--- src/rtl/peak_frame_serializer.sv ---
// Peak snapshot to framed word stream serializer.
// Frame: header, count, kept bins, checksum.
module peak_frame_serializer #(
  parameter int N_PEAKS = 16,
  parameter int IN_W = 25,
  parameter int BIN_W = 9,
  parameter logic [BIN_W-1:0] HEADER = '1,
  parameter bit SKIP_ZERO = 1'b1
) (
  input  logic             clk,
  input  logic             reset,
  input  logic             load,
  input  logic [IN_W-1:0]  peaks [N_PEAKS],
  output logic [BIN_W-1:0] out_data,
  output logic             out_valid,
  input  logic             out_ready,
  output logic             busy,
  output logic             pending,
  output logic             drop,
  output logic [7:0]       drop_count
);

  localparam int IW = $clog2(N_PEAKS);

  typedef enum logic [2:0] {
    S_IDLE, S_HEAD, S_COUNT, S_DATA, S_CHECK
  } state_t;

  typedef logic [BIN_W-1:0] word_t;

  state_t state, state_n;
  logic [IW-1:0] idx, idx_n;

  word_t act_bin [N_PEAKS];
  word_t act_bin_n [N_PEAKS];
  word_t pnd_bin [N_PEAKS];
  word_t pnd_bin_n [N_PEAKS];
  word_t cap_bin [N_PEAKS];

  logic [N_PEAKS-1:0] act_keep, act_keep_n;
  logic [N_PEAKS-1:0] pnd_keep, pnd_keep_n;
  logic [N_PEAKS-1:0] cap_keep;

  word_t act_cnt, act_cnt_n, act_sum, act_sum_n;
  word_t pnd_cnt, pnd_cnt_n, pnd_sum, pnd_sum_n;
  word_t cap_cnt, cap_sum;

  logic       pnd_n, drop_n, valid_n;
  logic [7:0] dc_n;
  word_t      data_n;
  logic       acc, last;

  // Snapshot view of the incoming peaks: bins, keep mask, count, checksum
  always_comb begin
    cap_cnt  = '0;
    cap_sum  = '0;
    cap_keep = '0;
    for (int i = 0; i < N_PEAKS; i++) begin
      cap_bin[i]  = peaks[i][BIN_W-1:0];
      cap_keep[i] = !SKIP_ZERO ||
                    (peaks[i][IN_W-1:BIN_W] != '0);
      if (cap_keep[i]) begin
        cap_cnt = cap_cnt + word_t'(1);
        cap_sum = cap_sum ^ cap_bin[i];
      end
    end
    cap_sum = cap_sum ^ cap_cnt;
  end

  // Frame sequencing and active/pending buffer management
  always_comb begin
    state_n    = state;
    idx_n      = idx;
    act_bin_n  = act_bin;
    act_keep_n = act_keep;
    act_cnt_n  = act_cnt;
    act_sum_n  = act_sum;
    pnd_bin_n  = pnd_bin;
    pnd_keep_n = pnd_keep;
    pnd_cnt_n  = pnd_cnt;
    pnd_sum_n  = pnd_sum;
    pnd_n      = pending;
    drop_n     = 1'b0;
    dc_n       = drop_count;
    acc        = out_valid && out_ready;
    last       = (idx == IW'(N_PEAKS - 1));

    unique case (state)
      S_IDLE: begin
        if (load) begin
          act_bin_n  = cap_bin;
          act_keep_n = cap_keep;
          act_cnt_n  = cap_cnt;
          act_sum_n  = cap_sum;
          state_n    = S_HEAD;
        end
      end
      S_HEAD: begin
        if (acc) state_n = S_COUNT;
      end
      S_COUNT: begin
        if (acc) begin
          state_n = S_DATA;
          idx_n   = '0;
        end
      end
      S_DATA: begin
        if (!out_valid || out_ready) begin
          if (last) state_n = S_CHECK;
          else      idx_n   = idx + IW'(1);
        end
      end
      S_CHECK: begin
        if (acc) begin
          if (pending) begin
            act_bin_n  = pnd_bin;
            act_keep_n = pnd_keep;
            act_cnt_n  = pnd_cnt;
            act_sum_n  = pnd_sum;
            pnd_n      = 1'b0;
            state_n    = S_HEAD;
          end else if (load) begin
            act_bin_n  = cap_bin;
            act_keep_n = cap_keep;
            act_cnt_n  = cap_cnt;
            act_sum_n  = cap_sum;
            state_n    = S_HEAD;
          end else begin
            state_n    = S_IDLE;
          end
        end
      end
      default: state_n = S_IDLE;
    endcase

    // A busy-time load goes to pending, or is dropped if pending is full.
    // A load taken straight into active at CHECK accept is excluded.
    if (load && state != S_IDLE &&
        !(state == S_CHECK && acc && !pending)) begin
      if (!pnd_n) begin
        pnd_bin_n  = cap_bin;
        pnd_keep_n = cap_keep;
        pnd_cnt_n  = cap_cnt;
        pnd_sum_n  = cap_sum;
        pnd_n      = 1'b1;
      end else begin
        drop_n = 1'b1;
        if (drop_count != 8'hFF) dc_n = drop_count + 8'd1;
      end
    end
  end

  // Registered outputs derived from the next state, so they stay
  // stable for as long as the state holds under backpressure
  always_comb begin
    valid_n = 1'b0;
    data_n  = '0;
    unique case (state_n)
      S_IDLE: begin
        valid_n = 1'b0;
      end
      S_HEAD: begin
        valid_n = 1'b1;
        data_n  = HEADER;
      end
      S_COUNT: begin
        valid_n = 1'b1;
        data_n  = act_cnt_n;
      end
      S_DATA: begin
        valid_n = act_keep_n[idx_n];
        data_n  = act_bin_n[idx_n];
      end
      S_CHECK: begin
        valid_n = 1'b1;
        data_n  = act_sum_n;
      end
      default: valid_n = 1'b0;
    endcase
  end

  // State, buffers and output registers
  always_ff @(posedge clk or posedge reset) begin
    if (reset) begin
      state      <= S_IDLE;
      idx        <= '0;
      act_keep   <= '0;
      act_cnt    <= '0;
      act_sum    <= '0;
      pnd_keep   <= '0;
      pnd_cnt    <= '0;
      pnd_sum    <= '0;
      pending    <= 1'b0;
      drop       <= 1'b0;
      drop_count <= '0;
      out_valid  <= 1'b0;
      out_data   <= '0;
      busy       <= 1'b0;
      for (int i = 0; i < N_PEAKS; i++) begin
        act_bin[i] <= '0;
        pnd_bin[i] <= '0;
      end
    end else begin
      state      <= state_n;
      idx        <= idx_n;
      act_bin    <= act_bin_n;
      act_keep   <= act_keep_n;
      act_cnt    <= act_cnt_n;
      act_sum    <= act_sum_n;
      pnd_bin    <= pnd_bin_n;
      pnd_keep   <= pnd_keep_n;
      pnd_cnt    <= pnd_cnt_n;
      pnd_sum    <= pnd_sum_n;
      pending    <= pnd_n;
      drop       <= drop_n;
      drop_count <= dc_n;
      out_valid  <= valid_n;
      out_data   <= data_n;
      busy       <= (state_n != S_IDLE);
    end
  end

endmodule

--- config.mk ---
export PLATFORM = sky130hd
export DESIGN_NAME = peak_frame_serializer
export DESIGN_NICKNAME = d
export VERILOG_FILES = /design/src/rtl/peak_frame_serializer.sv
export SDC_FILE = /design/constraint.sdc
export NUM_CORES = 1
export LEC_CHECK = 0
export CORE_MARGIN = 2
export CORE_UTILIZATION = 38
export DETAILED_ROUTE_END_ITERATION = 8
export GPL_TIMING_DRIVEN = 0
export PLACE_DENSITY_LB_ADDON = 0.12
export SYNTH_ARGS = -nofsm -noshare
export SYNTH_HDL_FRONTEND = slang
export SYNTH_SLANG_ARGS = --single-unit
--- constraint.sdc ---
create_clock -name clk -period 27.4 [get_ports clk]
set_input_delay 5.48 -clock clk [delete_from_list [all_inputs] [get_ports clk]]
set_output_delay 5.48 -clock clk [all_outputs]
set_load 0.02 [all_outputs]
# --- Word-level counts from Yosys, hierarchy flattened ---
# Index checks and enable logic that the tools add are counted.
totals:
  elab_cells: 197
  ff_bits: 384
  output_inout_bits: 21
op_classes:
  eq_ne: 10
  mux: 73
  n_lt_le_gt_ge: 2
  n_addsub: 17
  n_bitwise: 18
  n_reduce_logical: 31
ops:
  columns: ["op", "count"]
  rows:
  - ["$mux 144", 3]
  - ["$mux 9", 39]
  - ["$pmux 144 s2", 1]
  - ["$reduce_bool 16->1", 16]
  - ["$xor 9x9->9", 16]
  - ["$add 9x1->9 const B", 14]
  - ["$mux 16", 3]
  - ["$bmux 9 s4", 1]
  - ["$pmux 9 s2", 2]
  - ["$pmux 9 s4", 1]
  - ["$pmux 16 s2", 1]
  - ["$mux 3", 6]
  - ["$pmux 3 s5", 1]
  - ["$eq 3x2->1 const B", 4]
  - ["$mux 4", 3]
  - ["$mux 1", 9]
  - ["$add 8x1->8 const B", 1]
  - ["$ne 8x8->1 const B", 1]
  - ["$pmux 4 s2", 1]
  - ["$eq 3x1->1 const B", 2]
  - ["$eq 3x3->1 const B", 2]
  - ["$reduce_bool 3->1", 2]
  - ["$ge 5x5->1 const B", 1]
  - ["$logic_and 1x1->1", 5]
  - ["other kinds (14)", 16]

# --- Logic depth before layout (Yosys ltp) ---
# Gate-level depths: netlist of the first run.
logic_depth:
  depth_word: 38
  ltp_mapped: 53

# --- Worst setup path before layout of the first run ---
# Ideal clock, no wire load.
synth_path:
  kind: "input to register"
  start: "input port peaks[369] (netlist name)"
  end: "register out_data[1]"
  setup_slack_ns: 13.138
  t_required_ns: 27.274
  arrival_ns: 14.135
  setup_time_ns: 0.126
  path_stages: 48
  path_buffers: 1
  path_cell_list: "nor4_1 nand4_1 clkbuf_1 ha_1 xnor2_1 ha_1 inv_1 a21oi_1 ha_1 nand2_1 nand2_1 ha_1 nand2_1 nand2_1 ha_1 inv_1 nand2_1 a21boi_0 [... 12 more ...] ha_1 a21oi_1 nor2_1 ha_1 nand2_1 nand2_1 ha_1 a21oi_1 o21ai_0 ha_1 mux2_2 ha_1 mux2_2 ha_1 mux2i_1 a21oi_1 a221o_1 a221o_1"
synth_between:
  word_cells_on_any_way: 69
  classes_between: "add/sub: 14; mux: 39; bitwise: 15; reduce/logical: 1"
synth_rtl:
  columns: ["item", "line", "rtl"]
  rows:
  - ["start, declared", "13", "input logic [IN_W-1:0] peaks [N_PEAKS],"]
  - ["$reduce_bool 16->1 (*)", "61", "(peaks[i][IN_W-1:BIN_W] != '0);"]
  - ["named net cap_keep[1]", "42", "logic [N_PEAKS-1:0] cap_keep;"]
  - ["$mux 9 (*)", "62", "if (cap_keep[i]) begin"]
  - ["$add 9x1->9", "63", "cap_cnt = cap_cnt + word_t'(1);"]
  - ["$mux 9 (*)", "62", null]
  - ["$add 9x1->9", "63", null]
  - ["$mux 9 (*)", "62", null]
  - ["$add 9x1->9", "63", null]
  - ["[... 22 more ...]", null, null]
  - ["$mux 9 (*)", "62", null]
  - ["$mux 9 (*)", "90, 122", null]
  - ["$mux 9", "115", "if (pending) begin"]
  - ["$mux 9", "114", "if (acc) begin"]
  - ["$pmux 9 s2 (*)", "88", "unique case (state)"]
  - ["named net act_cnt_n[1]", "44", "word_t act_cnt, act_cnt_n, act_sum, act_sum_n;"]
  - ["$pmux 9 s4 (*)", "158", "unique case (state_n)"]
  - ["named net data_n[1]", "50", "word_t data_n;"]
  - ["end signal, assigned", "218", "out_data <= data_n;"]
  - ["end, declared", "14", "output logic [BIN_W-1:0] out_data,"]
# The timed path passes the listed nets; every way through them passes the cells marked *.
# A chain may end at the register's enable or synchronous reset.

# --- Final worst setup path of the first run ---
layout_path:
  start: "input port peaks[360] (netlist name)"
  end: "register out_data[3]"
layout_between:
  elab_chain_cells: 36
  word_cells_on_any_way: 69
  classes_between: "add/sub: 14; mux: 39; bitwise: 15; reduce/logical: 1"
layout_rtl:
  columns: ["item", "line", "rtl"]
  rows:
  - ["$reduce_bool 16->1 (*)", "61", null]
  - ["named net cap_keep[1]", "42", null]
  - ["$mux 9", "62", null]
  - ["$add 9x1->9 / $xor 9x9->9 (equally long branches)", "63, 64", null]
  - ["$mux 9", "62", null]
  - ["$add 9x1->9 / $xor 9x9->9 (equally long branches)", "63, 64", null]
  - ["$mux 9", "62", null]
  - ["$add 9x1->9 / $xor 9x9->9 (equally long branches)", "63, 64", null]
  - ["[... 23 more ...]", null, null]
  - ["$xor 9x9->9 (*)", "67", "cap_sum = cap_sum ^ cap_cnt;"]
  - ["$mux 9 (*)", "90, 122", null]
  - ["$mux 9", "115", null]
  - ["$mux 9", "114", null]
  - ["$pmux 9 s2 (*)", "88", null]
  - ["named net act_sum_n[3]", "44", null]
  - ["$pmux 9 s4 (*)", "158", null]
  - ["named net data_n[3]", "50", null]
# Marks and branches as above.

==> results of run 1 <==
## worst max-delay path by stage
| stage | endpoint | slack [ps] | cells after the start |
|---|---|---|---|
| floorplan | act_bin[0]$_DFF_PP0_ | 11250 | 1 |
| global placement | drop_count[4]$_DFFE_PP0P_ | 6570 | 2 |
| detailed placement | out_data[1]$_DFF_PP0_ | 10310 | 46 |
| CTS | out_data[3]$_DFF_PP0_ | 10870 | 50 |
| global route | out_data[3]$_DFF_PP0_ | 10210 | 50 |
| finish | out_data[3]$_DFF_PP0_ | 10680 | 50 |
## routing by layer
layer  vias to the layer above  GRT usage (%)
met4                         0           9.94
li1                       8713              -
met1                     10100           45.8
met5                         -              0
met3                       195           5.87
met2                      1109           53.2
## metrics by stage
stage	total power, mW	cell area, µm²	std cells	hold slack, ps
6_report	2.50	27700	3378	487
3_5_place_dp	1.85	26200	3301	471
5_1_grt	2.61	27700	3376	512
3_3_place_gp	1.83	26100	3298	465
4_1_cts	2.47	27700	3376	485
2_1_floorplan	1.46	21000	2171	448
## sequential cells by signal, summed over array words and instances (netlist names)
register / count
act_keep: 16
drop: 1
act_cnt: 9
pnd_keep: 16
pnd_sum: 9
idx: 4
pnd_cnt: 9
busy: 1
drop_count: 8
pending: 1
out_valid: 1
out_data: 9
act_sum: 9
pnd_bin: 144
state: 3
act_bin: 144
## critical path: cells and delay by family
| kind | cells | cell delay, ps |
|---|---|---|
| buffers and inverters | 6 | 1310 |
| adders and majority gates | 12 | 3930 |
| and+or+nand+nor | 15 | 2050 |
| muxes | 1 | 170 |
| xor gates and xnor gates | 6 | 2080 |
| AOI/OAI and AO/OA | 10 | 2100 |
## kinds of logic (layout without fill, tap and decap cells)
family,after synthesis,in the layout,share of synthesized area (%)
xor gates and xnor gates,191,191,8.66
AOI/OAI and AO/OA,431,431,13.9
other,0,2,0
adders and majority gates,19,19,1.13
buffers and inverters,182,683,3.28
DFF,384,384,45.8
muxes,198,198,11.3
and+or+nand+nor,766,766,16.0
## power groups by stage
stage	clock network [mW]	registers (mW)	logic (mW)
6_report	0.617	0.884	0.999
3_3_place_gp	0	0.882	0.949
4_1_cts	0.619	0.880	0.971
5_1_grt	0.645	0.903	1.06
2_1_floorplan	0	0.879	0.585
3_5_place_dp	0	0.889	0.966
## layout make-up
| class | count | area share (%) |
|---|---|---|
| multi-input cells | 1605 | 38.7 |
| flip-flops and latches | 384 | 34.7 |
| repair buffers | 426 | 15.6 |
| clock buffers | 55 | 4.23 |
| well taps | 704 | 3.18 |
| plain buffers | 137 | 1.88 |
| clock inverters | 20 | 1.08 |
| inverters | 45 | 0.637 |
| diodes | 2 | 0.0181 |
## cell usage in the layout, fill, tap and decap left out, drive strengths merged, types with 5 or more instances in the layout
master           n
mux2i           25
nor2b            7
or4             11
nand3           16
o2111ai         10
nor4            60
o21ai           61
buf             34
a222oi          19
xor2            48
and2            13
dfrtp          384
and3            12
xnor3            5
nor3            27
mux4            16
clkbuf         161
and4             8
nor2           286
or2              7
nand2          293
a22oi           29
mux2           157
xnor2          137
a22o            18
a21oi           68
o211ai          12
a31oi           10
o22ai          125
clkdlybuf4s50  423
inv             46
nand4           18
a221o            9
a2111oi          9
ha              19
bufinv           7
a211oi          26
clkinv          10
==> impl_results.md, run 1 <==
- Vias per cell: 5.94
- Worst R2R End: out_data[8]$_DFF_PP0_
- Die area: 57100 µm²
- DR vias: 20100
- CTS tree: done
- Metal3 WL: 8.43 mm
- RSZ-0062 raised after global routing: no
- Worst Skew: 31.2 ps
- Critical path's slowest cell: clkbuf_1
- Final setup viols: 0
- Reg-to-Reg Start: idx[0]$_DFF_PP0_
- Hold endpoint: pnd_sum[3]$_DFFE_PP0P_
- P_leak: between 10 and 15 nW
- Final Core Density: 50.4%
- Setup tns final: 0 ps
- Gpl congestion: about 1.0
- Flop pwr share: about a third
- Number of synthesized flops with an enable pin: 0
- Final hold vios: 0
- Crit start category: input port
- CTS Root Cell: clkbuf_16
- Yosys top cell area share: 45.8%
- Dpl hpwl: 71.7 mm
- Post-Route WL: 95.9 mm
- Final Worst Setup Slack: 10680 ps
- Clock slew at reported path FFs: roughly 60 ps
- Total CTS buffers: 41
- Pre-CTS WS: 10310 ps
- Ys async rst share: 100%
- Count leader, synth: dfrtp_1
- Slew @ Worst Pin: roughly 1500 ps
- DRT iter0 DRCs: 2372
- Synth cell types: 70
- Leading post-synthesis cells by cell area: dfrtp_1 46%, mux2_2 8.4%, xnor2_1 5.6%
- Crit-path most repeated cell: ha_1
- Max Slew Vio Count: 0
- Clock sinks: 384
- Max cap viols: 0
- WP data required: 27830 ps
- Hold path depth: 2
- CORE AREA: 54900 µm²
- WL per Instance: roughly 28 µm
- Final min period: 16720 ps
- Number of global-route vias before repair: between 15000 and 20000
- Met2 WL post-DR: 43.9 mm
- Worst Setup End Kind: flip-flop
- Crit path max fanout: 11
- CP peak stage delay: 670 ps
- Layout Nets: between 3000 and 4000
- Hold buffer count at cts: 0
- Post-CTS Setup Bufs: 0
- Mapped cell area: roughly 21000 µm²
- # DRC: 0
- Die width: roughly 240 µm
- Yosys top cell by area: dfrtp_1
- Synth warnings: 0
- H-tree depth: 2
- Combinational power share: between 40% and 50%
- Final period utilization: between 60 and 70%
- FF+latch area: 9610 µm²
- Internal: 1.57 mW
- Syn avg cell area: 9.67 µm²
- Worst Path Arrival: approximately 17000 ps
- Syn-to-layout area delta: 31.8%
- Initial DRT Pass Iterations: 6
- Reg2Reg Depth: 15
- Slew HR: 0.929%
- Synthesized instance count: 2171
- Resized cells post-CTS: 0
- Clock tree buffer depth: 3
- R2r setup slk: 21450 ps
- Max Fclk: 0.0598 GHz
- Final ANT Viol Nets: 0
- Power per Cell Area: between 90 and 100 nW/µm²
- NetSw: 0.933 mW
- Total Routing Usage GR: 33.2%
- Grt ovf: 0
- Fraction of layout cells with a size suffix above 1: 10.3%
- Crit path launch: peaks[360]
- Die Ht: 239 µm
- Worst hold path startpoint: pnd_sum[3]$_DFFE_PP0P_
- Ys flop type: dfrtp_1
- # IOs: 425
- Row Count: between 80 and 90
- Initial antenna violation count: 4
- Outcome: finished clean
- Met1 Routed Length: 40.2 mm
- Multi-input logic area: 10700 µm²
- Clock network fraction of design power: between 20% and 30%
- Synth Register Bits: 384
- Switch share: 37.3%
- Largest net degree at the start of global routing: 129
- First-pass GRT wire length: approximately 140 mm
- HP Class: flip-flop to flip-flop
- Top Layer Used: met4
- Top cells by count, synth: 384 x dfrtp_1, 293 x nand2_1, 286 x nor2_1, 157 x mux2_2, 134 x xnor2_1
- VDD IR max: 0.0000511 V
- IO Port Bufs: 423
- Syn Nets: 2594
- Fill cells: roughly 5000
- Starting Density: 38.3%
- Part of the Yosys area used for sequential elements: approximately 46%
- Later-pin clock latency in the skew report: 570 ps
- WS Path Type: input port to flip-flop
Note: power is estimated with default switching activity, not from simulation.
==> inputs of run 2 (changes only) <==
==> constraint.sdc (replaced) <==
create_clock -name clk -period 13.6 [get_ports clk]
set_input_delay 2.72 -clock clk [delete_from_list [all_inputs] [get_ports clk]]
set_output_delay 2.72 -clock clk [all_outputs]
set_load 0.02 [all_outputs]
==> impl_results.md, run 2 (same netlist as run 1, synthesis figures left out) <==
- Final hold vios: 0
- Final Cell Area: 27700 µm²
- Total Routing Usage GR: between 30% and 40%
- Clock slew at reported path FFs: 60 ps
- Fill cells: 5069
- Worst Skew: 28.8 ps
- Hold buffer count at cts: 0
- Reg2Reg Depth: 15
- Die area: 57100 µm²
- # DRC: 0
- CTS Root Cell: clkbuf_16
- # IOs: 425
- Internal: 3.16 mW
- Vias per cell: between 5 and 6
- Reg-to-Reg Start: idx[0]$_DFF_PP0_
- Clock network fraction of design power: approximately a quarter
- WS Path Type: input port to flip-flop
- Slew @ Worst Pin: 1500 ps
- Gpl congestion: between 1 and 1.5
- Syn-to-layout area delta: 32.1%
- Final setup viols: 0
- H-tree depth: 2
- Largest net degree at the start of global routing: between 100 and 150
- DRT iter0 DRCs: 2476
- Fraction of layout cells with a size suffix above 1: 10.7%
- Worst Path Arrival: about 13000 ps
- Worst Setup End Kind: flip-flop
- VDD IR max: 0.000103 V
- P_leak: 11.8 nW
- Flop pwr share: 35.3%
- Crit path max fanout: 11
- Slew HR: -0.0775%
- Clock sinks: about 380
- Layout Nets: 3066
- Combinational power share: 40.0%
- Crit-path most repeated cell: ha_1
- Die width: 239 µm
- Power per Cell Area: 182 nW/µm²
- Final ANT Viol Nets: 0
- Initial antenna violation count: 5
- Post-Place Cell Area: 26200 µm²
- NetSw: between 1.5 and 2 mW
- Outcome: complete, but fails checks
- WL per Instance: 28.4 µm
- CORE AREA: ~55000 µm²
- Clock tree buffer depth: 3
- Hold endpoint: pnd_sum[3]$_DFFE_PP0P_
- Pre-CTS WS: -730 ps
- Grt ovf: 0
- Max Slew Vio Count: 10
- IO Port Bufs: 423
- Commonest cells after routing, fill and taps aside: 423 x clkdlybuf4s50_1, 384 x dfrtp_1, 293 x nand2_1
- Total CTS buffers: just over 40
- DR vias: 20200
- Final Worst Setup Slack: roughly 620 ps
- Top Registers: act_bin (144), pnd_bin (144)
- Final min period: 12980 ps
- Hold path depth: 2
- Switch share: 37.4%
- Initial DRT Pass Iterations: 7
- R2r setup slk: 7680 ps
- CP peak stage delay: 470 ps
- Max cap viols: 1
- Dpl hpwl: 71.7 mm
- Violated checks: max-capacitance violations, max-slew violations
- First-pass GRT wire length: 136 mm
- Number of global-route vias before repair: 19600
- Worst R2R End: out_data[8]$_DFF_PP0_
- Starting Density: 38.3%
- Critical path's slowest cell: xor3_1
- WP data required: 14030 ps
- Final period utilization: a little over nine tenths
- Later-pin clock latency in the skew report: 570 ps
- Worst hold path startpoint: pnd_sum[3]$_DFFE_PP0P_
- RSZ-0062 raised after global routing: no
- Die Ht: 239 µm
- Row Count: 86
- Most common cell after layout, fill and taps aside: clkdlybuf4s50_1
- Max Fclk: 0.0771 GHz
- CTS tree: done
- Post-Route WL: 96.1 mm
- HP Class: flip-flop to flip-flop
- Crit start category: input port
run 2: power by group through the flow:
stage | registers (mW) | clock network (mW) | logic, mW
after CTS | 1.77 | 1.25 | 1.96
final | 1.78 | 1.24 | 2.02
after global placement | 1.78 | 0 | 1.91
after global routing | 1.82 | 1.30 | 2.13
after floorplan | 1.77 | 0 | 1.18
after detailed placement | 1.79 | 0 | 1.95
run 2: stage by stage:
stage	hold WS, ps	TNS (ps)	utilization (%)	cells	total power, mW
floorplan	448	0	-	2171	2.95
global placement	465	-1698360	47.6	3298	3.69
detailed placement	471	-10270	47.7	3301	3.74
CTS	485	0	50.5	3376	4.98
global route	512	0	50.5	3380	5.25
finish	487	0	50.5	3382	5.04
run 2: area by class of cell:
| type | count | area [µm²] | area share [%] |
|---|---|---|---|
| antenna | 3 | 7.51 | 0.0271 |
| tap | 704 | 881 | 3.18 |
| clock buffer | 55 | 1170 | 4.22 |
| buffer | 137 | 523 | 1.89 |
| multi-input combinational | 1605 | 10700 | 38.7 |
| timing repair buffer | 429 | 4340 | 15.6 |
| sequential | 384 | 9610 | 34.6 |
| clock inverter | 20 | 299 | 1.08 |
| inverter | 45 | 176 | 0.636 |
run 2: critical path: cells and delay by family:
family	cells	cell delay, ps
adders and majority gates	12	3720
AOI/OAI and AO/OA	10	1940
and+or+nand+nor	15	1880
xor gates and xnor gates	6	1870
buffers and inverters	6	1080
muxes	1	160
run 2: timing repair:
item | 4_1_cts | 5_1_grt
setup endpoints to repair | 4 | 25
setup buffers | 0 | 3
resized for setup | 4 | 6
pin swaps | 0 | 2
cloned | 0 | 0
run 2: layer usage:
metal	track usage, %	vias to the layer above	wire, µm
met5	0	-	0
met4	10.1	0	3220
met3	5.77	193	8690
met2	53.1	1112	44100
met1	45.9	10100	40200
li1	-	8718	-
run 2: worst max path at each step:
stage	from	endpoint	slack, ps	cells after the start
global route	peaks[360]	out_data[3]$_DFF_PP0_	60	53
detailed placement	peaks[324]	out_data[1]$_DFF_PP0_	-730	46
floorplan	reset	act_bin[0]$_DFF_PP0_	210	1
CTS	peaks[360]	out_data[3]$_DFF_PP0_	60	50
finish	peaks[360]	out_data[3]$_DFF_PP0_	620	50
global placement	reset	drop_count[4]$_DFFE_PP0P_	-4470	2
